[src/rtl/desc_in_sequencer.sv]
// desc_in_sequencer: walks the descriptor ROM and packetises its bytes into EP0
// control-IN data packets, with retransmit on missing ACK and ZLP termination.
module desc_in_sequencer #(
    parameter int unsigned MAX_PKT = 8,
    parameter int unsigned ADDR_W  = 10,
    parameter int unsigned LEN_W   = 16
) (
    input  logic              clk,
    input  logic              rst,
    input  logic              start,
    input  logic [ADDR_W-1:0] start_addr,
    input  logic [LEN_W-1:0]  desc_len,
    input  logic [LEN_W-1:0]  req_len,
    input  logic              abort,
    input  logic              in_token,
    input  logic              pkt_ack,
    output logic [ADDR_W-1:0] rom_addr,
    input  logic [7:0]        rom_data,
    output logic              tx_valid,
    input  logic              tx_ready,
    output logic [7:0]        tx_data,
    output logic              tx_last,
    output logic              tx_zlp,
    output logic              busy,
    output logic              done
);

    localparam logic [LEN_W-1:0] PKT_LEN  = LEN_W'(MAX_PKT);
    localparam logic [LEN_W-1:0] PKT_MASK = LEN_W'(MAX_PKT - 1);

    typedef enum logic [2:0] {
        S_IDLE,
        S_WAIT_TOKEN,
        S_ADDR,
        S_LATCH,
        S_SEND,
        S_SEND_ZLP,
        S_WAIT_ACK
    } state_t;

    state_t state, state_nxt;

    logic [ADDR_W-1:0] base_addr, base_addr_nxt;
    logic [LEN_W-1:0]  total, total_nxt;
    logic [LEN_W-1:0]  offset, offset_nxt;
    logic [LEN_W-1:0]  pkt_off, pkt_off_nxt;
    logic              zlp_need, zlp_need_nxt;

    logic [ADDR_W-1:0] rom_addr_nxt;
    logic [7:0]        tx_data_nxt;
    logic              tx_valid_nxt, tx_last_nxt, tx_zlp_nxt;
    logic              busy_nxt, done_nxt;

    logic [LEN_W-1:0]  remaining, pkt_len, ack_offset, start_total;
    logic              is_zlp_pkt, ack_zlp_need, xfer_end, start_zlp, pkt_begin;

    // Packet sizing and end-of-transfer decisions from the committed offset
    assign remaining    = total - offset;
    assign pkt_len      = (remaining > PKT_LEN) ? PKT_LEN : remaining;
    assign is_zlp_pkt   = (pkt_len == '0);
    assign ack_offset   = offset + pkt_len;
    assign ack_zlp_need = zlp_need & ~is_zlp_pkt;
    assign xfer_end     = (ack_offset == total) && !ack_zlp_need;

    assign start_total  = (desc_len < req_len) ? desc_len : req_len;
    assign start_zlp    = (start_total == '0) ||
                          (((start_total & PKT_MASK) == '0) && (start_total < req_len));

    // A token starts a packet in WAIT_TOKEN, or retransmits in WAIT_ACK unless ACK wins
    assign pkt_begin = in_token &&
                       ((state == S_WAIT_TOKEN) || ((state == S_WAIT_ACK) && !pkt_ack));

    always_ff @(posedge clk) begin
        if (rst) begin
            state <= S_IDLE;
        end else begin
            state <= state_nxt;
        end
    end

    always_comb begin
        state_nxt = state;
        if (abort) begin
            state_nxt = S_IDLE;
        end else begin
            case (state)
                S_IDLE:       if (start) state_nxt = S_WAIT_TOKEN;
                S_WAIT_TOKEN: if (in_token) state_nxt = is_zlp_pkt ? S_SEND_ZLP : S_ADDR;
                S_ADDR:       state_nxt = S_LATCH;
                S_LATCH:      state_nxt = S_SEND;
                S_SEND:       if (tx_ready) state_nxt = tx_last ? S_WAIT_ACK : S_ADDR;
                S_SEND_ZLP:   if (tx_ready) state_nxt = S_WAIT_ACK;
                S_WAIT_ACK: begin
                    if (pkt_ack) begin
                        state_nxt = xfer_end ? S_IDLE : S_WAIT_TOKEN;
                    end else if (in_token) begin
                        state_nxt = is_zlp_pkt ? S_SEND_ZLP : S_ADDR;
                    end
                end
                default:      state_nxt = S_IDLE;
            endcase
        end
    end

    always_comb begin
        base_addr_nxt = base_addr;
        total_nxt     = total;
        offset_nxt    = offset;
        pkt_off_nxt   = pkt_off;
        zlp_need_nxt  = zlp_need;
        rom_addr_nxt  = rom_addr;
        tx_data_nxt   = tx_data;
        tx_valid_nxt  = tx_valid;
        tx_last_nxt   = tx_last;
        tx_zlp_nxt    = tx_zlp;
        busy_nxt      = busy;
        done_nxt      = 1'b0;
        if (abort) begin
            rom_addr_nxt = '0;
            tx_data_nxt  = '0;
            tx_valid_nxt = 1'b0;
            tx_last_nxt  = 1'b0;
            tx_zlp_nxt   = 1'b0;
            busy_nxt     = 1'b0;
        end else begin
            case (state)
                S_IDLE: begin
                    if (start) begin
                        base_addr_nxt = start_addr;
                        total_nxt     = start_total;
                        offset_nxt    = '0;
                        pkt_off_nxt   = '0;
                        zlp_need_nxt  = start_zlp;
                        busy_nxt      = 1'b1;
                    end
                end
                S_LATCH: begin
                    tx_data_nxt  = rom_data;
                    tx_last_nxt  = (pkt_off == pkt_len - LEN_W'(1));
                    tx_zlp_nxt   = 1'b0;
                    tx_valid_nxt = 1'b1;
                end
                S_SEND: begin
                    if (tx_ready) begin
                        tx_valid_nxt = 1'b0;
                        tx_last_nxt  = 1'b0;
                        if (!tx_last) begin
                            pkt_off_nxt  = pkt_off + LEN_W'(1);
                            rom_addr_nxt = base_addr + ADDR_W'(offset) + ADDR_W'(pkt_off + LEN_W'(1));
                        end
                    end
                end
                S_SEND_ZLP: begin
                    if (tx_ready) begin
                        tx_valid_nxt = 1'b0;
                        tx_last_nxt  = 1'b0;
                        tx_zlp_nxt   = 1'b0;
                    end
                end
                S_WAIT_ACK: begin
                    if (pkt_ack) begin
                        offset_nxt   = ack_offset;
                        zlp_need_nxt = ack_zlp_need;
                        if (xfer_end) begin
                            busy_nxt = 1'b0;
                            done_nxt = 1'b1;
                        end
                    end
                end
                default: ;
            endcase
            if (pkt_begin) begin
                pkt_off_nxt = '0;
                if (is_zlp_pkt) begin
                    tx_valid_nxt = 1'b1;
                    tx_last_nxt  = 1'b1;
                    tx_zlp_nxt   = 1'b1;
                    tx_data_nxt  = '0;
                end else begin
                    rom_addr_nxt = base_addr + ADDR_W'(offset);
                end
            end
        end
    end

    always_ff @(posedge clk) begin
        if (rst) begin
            base_addr <= '0;
            total     <= '0;
            offset    <= '0;
            pkt_off   <= '0;
            zlp_need  <= 1'b0;
            rom_addr  <= '0;
            tx_data   <= '0;
            tx_valid  <= 1'b0;
            tx_last   <= 1'b0;
            tx_zlp    <= 1'b0;
            busy      <= 1'b0;
            done      <= 1'b0;
        end else begin
            base_addr <= base_addr_nxt;
            total     <= total_nxt;
            offset    <= offset_nxt;
            pkt_off   <= pkt_off_nxt;
            zlp_need  <= zlp_need_nxt;
            rom_addr  <= rom_addr_nxt;
            tx_data   <= tx_data_nxt;
            tx_valid  <= tx_valid_nxt;
            tx_last   <= tx_last_nxt;
            tx_zlp    <= tx_zlp_nxt;
            busy      <= busy_nxt;
            done      <= done_nxt;
        end
    end

endmodule

[config.mk]
export PLATFORM = sky130hd
export DESIGN_NAME = desc_in_sequencer
export DESIGN_NICKNAME = d
export VERILOG_FILES = /design/src/rtl/desc_in_sequencer.sv
export SDC_FILE = /design/constraint.sdc
export NUM_CORES = 1
export LEC_CHECK = 0
export CAP_MARGIN = 20
export CELL_PAD_IN_SITES_DETAIL_PLACEMENT = 2
export CELL_PAD_IN_SITES_GLOBAL_PLACEMENT = 2
export CORE_UTILIZATION = 34
export CTS_BUF_LIST = sky130_fd_sc_hd__clkbuf_4 sky130_fd_sc_hd__clkbuf_8 sky130_fd_sc_hd__clkbuf_16
export DETAILED_ROUTE_END_ITERATION = 10
export GPL_TIMING_DRIVEN = 0
export PLACE_DENSITY_LB_ADDON = 0.1
export SYNTH_ARGS = -nofsm -noshare
export SYNTH_HDL_FRONTEND = slang
export SYNTH_SLANG_ARGS = --single-unit
[constraint.sdc]
create_clock -name clk -period 7.15 [get_ports clk]
set_input_delay 0.715 -clock clk [delete_from_list [all_inputs] [get_ports clk]]
set_output_delay 0.715 -clock clk [all_outputs]
set_load 0.02 [all_outputs]
==> results of run 1 <==
state kept, by name, indices dropped and copies added, names as in the netlist, 3 cells and up:
signal / cells
tx_data: 8
offset: 16
state: 3
rom_addr: 10
pkt_off: 16
base_addr: 10
total: 16
layout make-up:
cell class	instances	area, um^2	share of cell area
buffer	52	234	0.0255
timing repair buffer	78	781	0.0850
tap	280	350	0.0381
clock inverter	4	73.8	0.00803
inverter	63	236	0.0257
clock buffer	11	240	0.0261
multi-input combinational	824	5570	0.606
sequential	85	1700	0.185
worst max path at each step:
| stage | cells after the start | end | slack (ns) | startpoint |
|---|---|---|---|---|
| finish | 24 | done$_SDFF_PP0_ | 0.41 | offset[1]$_SDFFE_PP0P_ |
| global route | 25 | state[0]$_SDFFE_PP0P_ | -0.06 | offset[1]$_SDFFE_PP0P_ |
| CTS | 25 | state[0]$_SDFFE_PP0P_ | 0.04 | offset[1]$_SDFFE_PP0P_ |
| detailed placement | 25 | state[0]$_SDFFE_PP0P_ | 0.12 | offset[1]$_SDFFE_PP0P_ |
| global placement | 25 | state[0]$_SDFFE_PP0P_ | 0.16 | offset[1]$_SDFFE_PP0P_ |
| floorplan | 24 | state[0]$_SDFFE_PP0P_ | 1.77 | offset[1]$_SDFFE_PP0P_ |
cell usage after synthesis, types with 3 or more instances:
master	count
o21a_1	9
nor2b_1	8
a21o_1	38
inv_1	63
buf_6	4
xnor2_1	42
a21boi_0	3
xor2_1	25
o211ai_1	7
o21ai_0	43
o21bai_1	5
buf_2	4
or3_1	5
or4_1	4
o2111ai_1	6
nor2_1	105
a31oi_1	11
a2111o_1	3
and3_1	5
a21oi_1	86
nor3b_1	3
dfxtp_1	85
nand3_1	42
o21ai_1	3
nor3_1	28
ha_1	81
nand2_1	102
nor4_1	14
fa_1	4
mux2i_1	15
or2_2	5
a211oi_1	16
nand4b_1	5
nand4_1	19
nand2b_1	5
a22oi_1	10
and2_1	4
clkbuf_1	41
critical path, delay by kind of cell, from the launching register on:
| kind | cells | cell delay [ns] |
|---|---|---|
| AO/OA/AOI/OAI | 5 | 1.23 |
| XOR/XNOR | 2 | 0.35 |
| adder cells (fa/ha/maj) | 3 | 1.18 |
| buffers and inverters | 4 | 0.49 |
| flip-flops | 1 | 0.44 |
| AND/OR/NAND/NOR | 10 | 3.01 |
cell families (layout without fill, tap and decap cells):
group           after synthesis  in the layout  synth area share
buf+inv                     115            208            0.0613
other cells                   1             11          0.000489
fa+ha+maj                    85             85             0.143
xor+xnor                     70             70            0.0837
compound gates              268            268             0.232
mux                          16             16            0.0210
flops                        85             85             0.222
simple gates                374            374             0.237
power by group through the flow:
stage	combinational (mW)	sequential [mW]	clock, mW
after detailed placement	0.386	0.512	0
after CTS	0.390	0.501	0.533
after global placement	0.375	0.511	0
after floorplan	0.256	0.504	0
final	0.391	0.501	0.521
after global routing	0.431	0.502	0.551
per-layer routing:
layer | track usage | vias to the layer above | routed length (um)
li1 | - | 3813 | -
met4 | 0.0646 | 0 | 544
met2 | 0.478 | 90 | 15000
met5 | 0 | - | 0
met1 | 0.323 | 3944 | 13500
met3 | 0.0273 | 28 | 722
what timing repair did:
item	CTS	global route
endpoints found under the setup margin	0	3
endpoints found under the hold margin	0	0
gates resized for setup	0	5
==> results.yml, run 1 <==
outcome:
  run_status: "finished, violations left"
  violations: "design-rule violations"
power:
  pwr-share-seq: 0.354
  post-layout-total-power_mw: 1.41
  power.ir.vdd_worst_mv: 0.0950
  intPower_mw: 0.957
  leakagePower_nw: 3.79
  power.combinational.fraction: 0.277
  clkPwrFrac: 0.369
  power_density_nw_per_um2: 154
  switchingPower_mw: 0.456
  netSwitchingFraction: 0.323
setup_path:
  timing.critical_path.to_type: "register"
  cp.arrival_ns: 7.04
  reg2regPathDepth: 24
  timing.reg2reg.setup_slack_ns: 0.41
  worstReg2RegEnd: "done$_SDFF_PP0_"
  cp_cell_sequence: "inv_1 > fa_1 > a21o_1 > a21oi_1 > a21oi_1 > a2111o_1 > nor4_1 > nand4_1 > nor3_2 > buf_6 > or2b_1 > inv_1 > ha_1 > inv_1 > fa_1 > xor2_1 > xnor2_1 > or4_1 > nor4_2 > and4_1 > nor4bb_1 > nand4_1 > a211oi_2 > and2_1"
  crit_path_top_delay_cell: "fa_1"
  start_kind: "register"
  crit_top_cell: "inv_1"
  worstPathRequired_ns: 7.45
  worst-setup-path-type: "reg2reg"
  rr_startpoint: "offset[1]$_SDFFE_PP0P_"
  crit_fanout: 10
  worst_path_largest_cell_delay_ns: 0.58
logic_synthesis:
  synth-seq-area-share: 0.222
  post_synth.cell_area_avg_um2: 7.57
  asyncSetResetFlopFracSynth: 0
  post_synth_instance_area_um2: 7670
  synth_enable_flop_cells: 0
  netlist.top_cell.by_area: "dfxtp_1"
  post-synth-top-area-fraction: 0.222
  netlist_top_cells_area: "dfxtp_1 22%, ha_1 13%, a21oi_1 5.6%, nor2_1 5.1%, nand2_1 5.0%"
  synthCells: 1014
  warnings_from_yosys: 0
  yosys.cell_types.count: 85
  synth_top_flop_cell: "dfxtp_1"
  ys_ff_latch: 85
timing:
  setup_viol: 0
  timing.final.crit_period_ns: 6.74
  clock-skew-final_ns: 0.0112
  post-route-period-util: 0.943
  fin_tns_setup_ns: 0
  finalHoldWorstSlack_ns: 0.461
  fmax_mhz: 148
  slew_headroom: 0.379
  worst_slew_pin_slew_ns: 0.928
  hold_viol_final: 0
  post-route-worst-setup-slack_ns: 0.405
  max_slew_violation_count: 0
clocking:
  sink_count: 85
  clock-root-buffer: "clkbuf_16"
  clkTransAtPathRegs_ns: 0.07
  post-cts-setup-buffer-count: 0
  cts_hold_buffers: 0
  maximum_buffer_depth_of_the_clock_tree: 2
  cts.htree.levels: 3
  clock_tree_from_tritoncts: "built"
  clock_latency_ns: 0.35
  numCtsBuffers: 9
placement:
  place.gp.congestion: 0.842
  preCtsSetupSlack_ns: 0.117
  postPlaceCellArea_um2: 8840
  placement.io_buffers: 78
  post-dp-hpwl_mm: 24.7
  dp_cells: 1382
global_route:
  grt_pass1_wl_mm: 47.1
  antenna_found_initial: 0
  grt_util_all_layers: 0.260
  grt_start_max_net_pins: 14
  grt-ovfl-total: 0
  grt_pass1_vias: 8417
floorplan:
  start_util: 0.349
  die_area_um2: 23200
  rows: 54
  die_height_um: 152
  core_area_um2: 22000
  die_w_um: 152
  pin_count: 80
routing:
  vias_per_cell: 5.64
  vias: 7875
  wl_per_cell_um: 21.3
  detail_route.drc_violations: 4
  drt-total-wl_mm: 29.7
  first_pass_detailed_route_iteration_total: 8
  antenna_left: 0
  drt_iter0_markers: 356
min_path:
  hold_start: "tx_data[6]$_SDFF_PP0_"
  min-delay-path-class: "reg2reg"
  hold_path_end: "tx_data[6]$_SDFF_PP0_"
  hold_path_depth: 2
finish:
  mostFrequentLayoutCell: "nor2_1"
  numnets_final: 1255
  area_growth_pct: 19.7
  share_of_layout_cells_above_drive_strength_1: 0.0483
  final_cell_mix: "104 x nor2_1, 102 x nand2_1, 86 x a21oi_1, 85 x dfxtp_1, 81 x ha_1"
  n_antenna_cell: 0
  layoutNonFillerInstCount: 1397
  nFillCells: 2608
  finalCoreUtilization: 0.418
  post-route-cell-area_um2: 9190
run:
  max-cap-violations: 0
Power figures use the tool's default switching activity.
==> inputs of run 2 (changes only) <==
--- a/config.mk
+++ b/config.mk
@@ -13,6 +13,7 @@
 export DETAILED_ROUTE_END_ITERATION = 10
 export GPL_TIMING_DRIVEN = 0
 export PLACE_DENSITY_LB_ADDON = 0.1
+export SLEW_MARGIN = 40
 export SYNTH_ARGS = -nofsm -noshare
 export SYNTH_HDL_FRONTEND = slang
 export SYNTH_SLANG_ARGS = --single-unit
==> results.yml, run 2 (synthesis gave the netlist of run 1 again) <==
timing:
  post-route-period-util: 0.940
  fmax_mhz: 149
  slew_headroom: 0.444
  timing.final.crit_period_ns: 6.72
  worst_slew_pin_slew_ns: 0.813
  fin_tns_setup_ns: 0
  max_slew_violation_count: 0
  hold_viol_final: 0
  setup_viol: 0
  clock-skew-final_ns: 0.00959
routing:
  antenna_left: 0
  first_pass_detailed_route_iteration_total: 7
  vias: 7821
  drt_iter0_markers: 300
  drt-total-wl_mm: 29.6
  detail_route.drc_violations: 4
  wl_per_cell_um: 21.2
  vias_per_cell: 5.59
setup_path:
  timing.reg2reg.setup_slack_ns: 0.43
  rr_startpoint: "offset[1]$_SDFFE_PP0P_"
  worstPathRequired_ns: 7.45
  reg2regPathDepth: 24
  timing.critical_path.to_type: "register"
  worstReg2RegEnd: "done$_SDFF_PP0_"
  start_kind: "register"
  worst-setup-path-type: "reg2reg"
  crit_fanout: 10
  cp.arrival_ns: 7.02
clocking:
  numCtsBuffers: 9
  clkTransAtPathRegs_ns: 0.07
  cts.htree.levels: 3
  clock_tree_from_tritoncts: "built"
  clock-root-buffer: "clkbuf_16"
  clock_latency_ns: 0.35
  maximum_buffer_depth_of_the_clock_tree: 2
  cts_hold_buffers: 0
  sink_count: 85
power:
  intPower_mw: 0.973
  power_density_nw_per_um2: 155
  power.combinational.fraction: 0.274
  clkPwrFrac: 0.374
  leakagePower_nw: 3.80
  switchingPower_mw: 0.452
  netSwitchingFraction: 0.317
  power.ir.vdd_worst_mv: 0.0974
  pwr-share-seq: 0.351
  post-layout-total-power_mw: 1.42
run:
  max-cap-violations: 0
placement:
  dp_cells: 1382
  placement.io_buffers: 78
  postPlaceCellArea_um2: 8840
  place.gp.congestion: 0.842
  post-dp-hpwl_mm: 24.7
finish:
  numnets_final: 1255
  largestRegisters: "offset: 16 flops, pkt_off: 16 flops, total: 16 flops"
  area_growth_pct: 20.0
  final_cell_mix: "103 x nor2_1, 102 x nand2_1, 86 x a21oi_1, 85 x dfxtp_1, 81 x ha_1"
  layoutNonFillerInstCount: 1398
  share_of_layout_cells_above_drive_strength_1: 0.0501
  post-route-cell-area_um2: 9210
  mostFrequentLayoutCell: "nor2_1"
  n_antenna_cell: 0
global_route:
  grt_start_max_net_pins: 14
  grt_pass1_wl_mm: 47.1
  antenna_found_initial: 0
  grt_pass1_vias: 8446
  most_congested_layer_reported_by_global_routing: "met2"
  grt_util_all_layers: 0.261
  global_route.usage.met2: 0.478
  globalRouteMet3Util: 0.0319
  grt-ovfl-total: 0
  use_met1: 0.323
min_path:
  hold_start: "tx_data[6]$_SDFF_PP0_"
  min-delay-path-class: "reg2reg"
  hold_path_end: "tx_data[6]$_SDFF_PP0_"
  hold_path_depth: 2
outcome:
  violations: "design-rule violations"
  run_status: "finished, violations left"
floorplan:
  die_area_um2: 23200
  pin_count: 80
  die_w_um: 152
  rows: 54
  start_util: 0.349
  core_area_um2: 22000
  die_height_um: 152
-- run 2: cell types whose count changed in the layout (fill, tap and decap cells not counted) --
cell,change
nor2_1,-1
clkinv_2,-1
clkbuf_4,+1
nor2_2,+1
clkbuf_8,+1
-- run 2: area by class of cell --
class,instances,area (um^2)
flip-flops and latches,85,1700
clock inverters,3,68.8
well taps,280,350
inverters,63,236
multi-input cells,824,5570
repair buffers,78,781
clock buffers,13,262
plain buffers,52,234
fillers,2614,12800
-- run 2: metal layers --
metal / vias to the layer above / wire (um)
met3: 26 / 586
li1: 3816 / -
met2: 87 / 14900
met4: 0 / 532
met1: 3892 / 13600
met5: - / 0
-- run 2: what timing repair did --
action	4_1_cts	5_1_grt
gates resized for setup	0	5
hold endpoints to repair	0	0
endpoints found under the setup margin	0	3
buffers inserted	0	0
-- run 2: worst max-delay path: stages, from the launching register on --
cell      delay [ns]
dfxtp_1         0.45
inv_1           0.18
fa_1            0.57
a21o_1          0.23
a21oi_1         0.15
a21oi_1         0.10
a2111o_1        0.38
nor4_1          0.28
nand4_1         0.23
nor3_2          0.26
buf_6           0.17
or2b_1          0.29
inv_1           0.09
ha_1            0.17
inv_1           0.06
fa_1            0.42
xor2_1          0.25
xnor2_1         0.11
or4_1           0.50
nor4_2          0.36
and4_1          0.23
nor4bb_1        0.42
nand4_1         0.23
a211oi_2        0.36
and2_1          0.18
-- run 2: per-stage QoR --
| step | util | setup WS, ns | hold WS, ns |
|---|---|---|---|
| after global routing | 0.419 | -0.0653 | 0.487 |
| final | 0.419 | 0.429 | 0.459 |
| after global placement | 0.403 | 0.156 | 0.443 |
| after detailed placement | 0.403 | 0.123 | 0.455 |
| after floorplan | - | 1.77 | 0.440 |
| after CTS | 0.418 | 0.0278 | 0.464 |
-- run 2: how the worst max path moves through the flow --
stage / startpoint / to / slack, ns / cells after the start
2_1_floorplan: offset[1]$_SDFFE_PP0P_ / state[0]$_SDFFE_PP0P_ / 1.77 / 24
3_3_place_gp: offset[1]$_SDFFE_PP0P_ / state[0]$_SDFFE_PP0P_ / 0.16 / 25
3_5_place_dp: offset[1]$_SDFFE_PP0P_ / state[0]$_SDFFE_PP0P_ / 0.12 / 25
4_1_cts: offset[1]$_SDFFE_PP0P_ / state[0]$_SDFFE_PP0P_ / 0.03 / 25
5_1_grt: offset[1]$_SDFFE_PP0P_ / state[0]$_SDFFE_PP0P_ / -0.07 / 25
6_report: offset[1]$_SDFFE_PP0P_ / done$_SDFF_PP0_ / 0.43 / 24
-- run 2: power by group through the flow --
stage	Combinational (mW)	Clock, mW	Sequential [mW]
finish	0.391	0.533	0.501
global route	0.431	0.567	0.501
CTS	0.389	0.548	0.501
detailed placement	0.386	0	0.512
global placement	0.375	0	0.511
floorplan	0.256	0	0.504
==> inputs of run 3 (changes only) <==
--- a/config.mk
+++ b/config.mk
@@ -5,7 +5,6 @@
 export SDC_FILE = /design/constraint.sdc
 export NUM_CORES = 1
 export LEC_CHECK = 0
-export CAP_MARGIN = 20
 export CELL_PAD_IN_SITES_DETAIL_PLACEMENT = 2
 export CELL_PAD_IN_SITES_GLOBAL_PLACEMENT = 2
 export CORE_UTILIZATION = 34
==> results of run 3 <==
The final DEF is identical to that of run 2; final timing and power are the same.
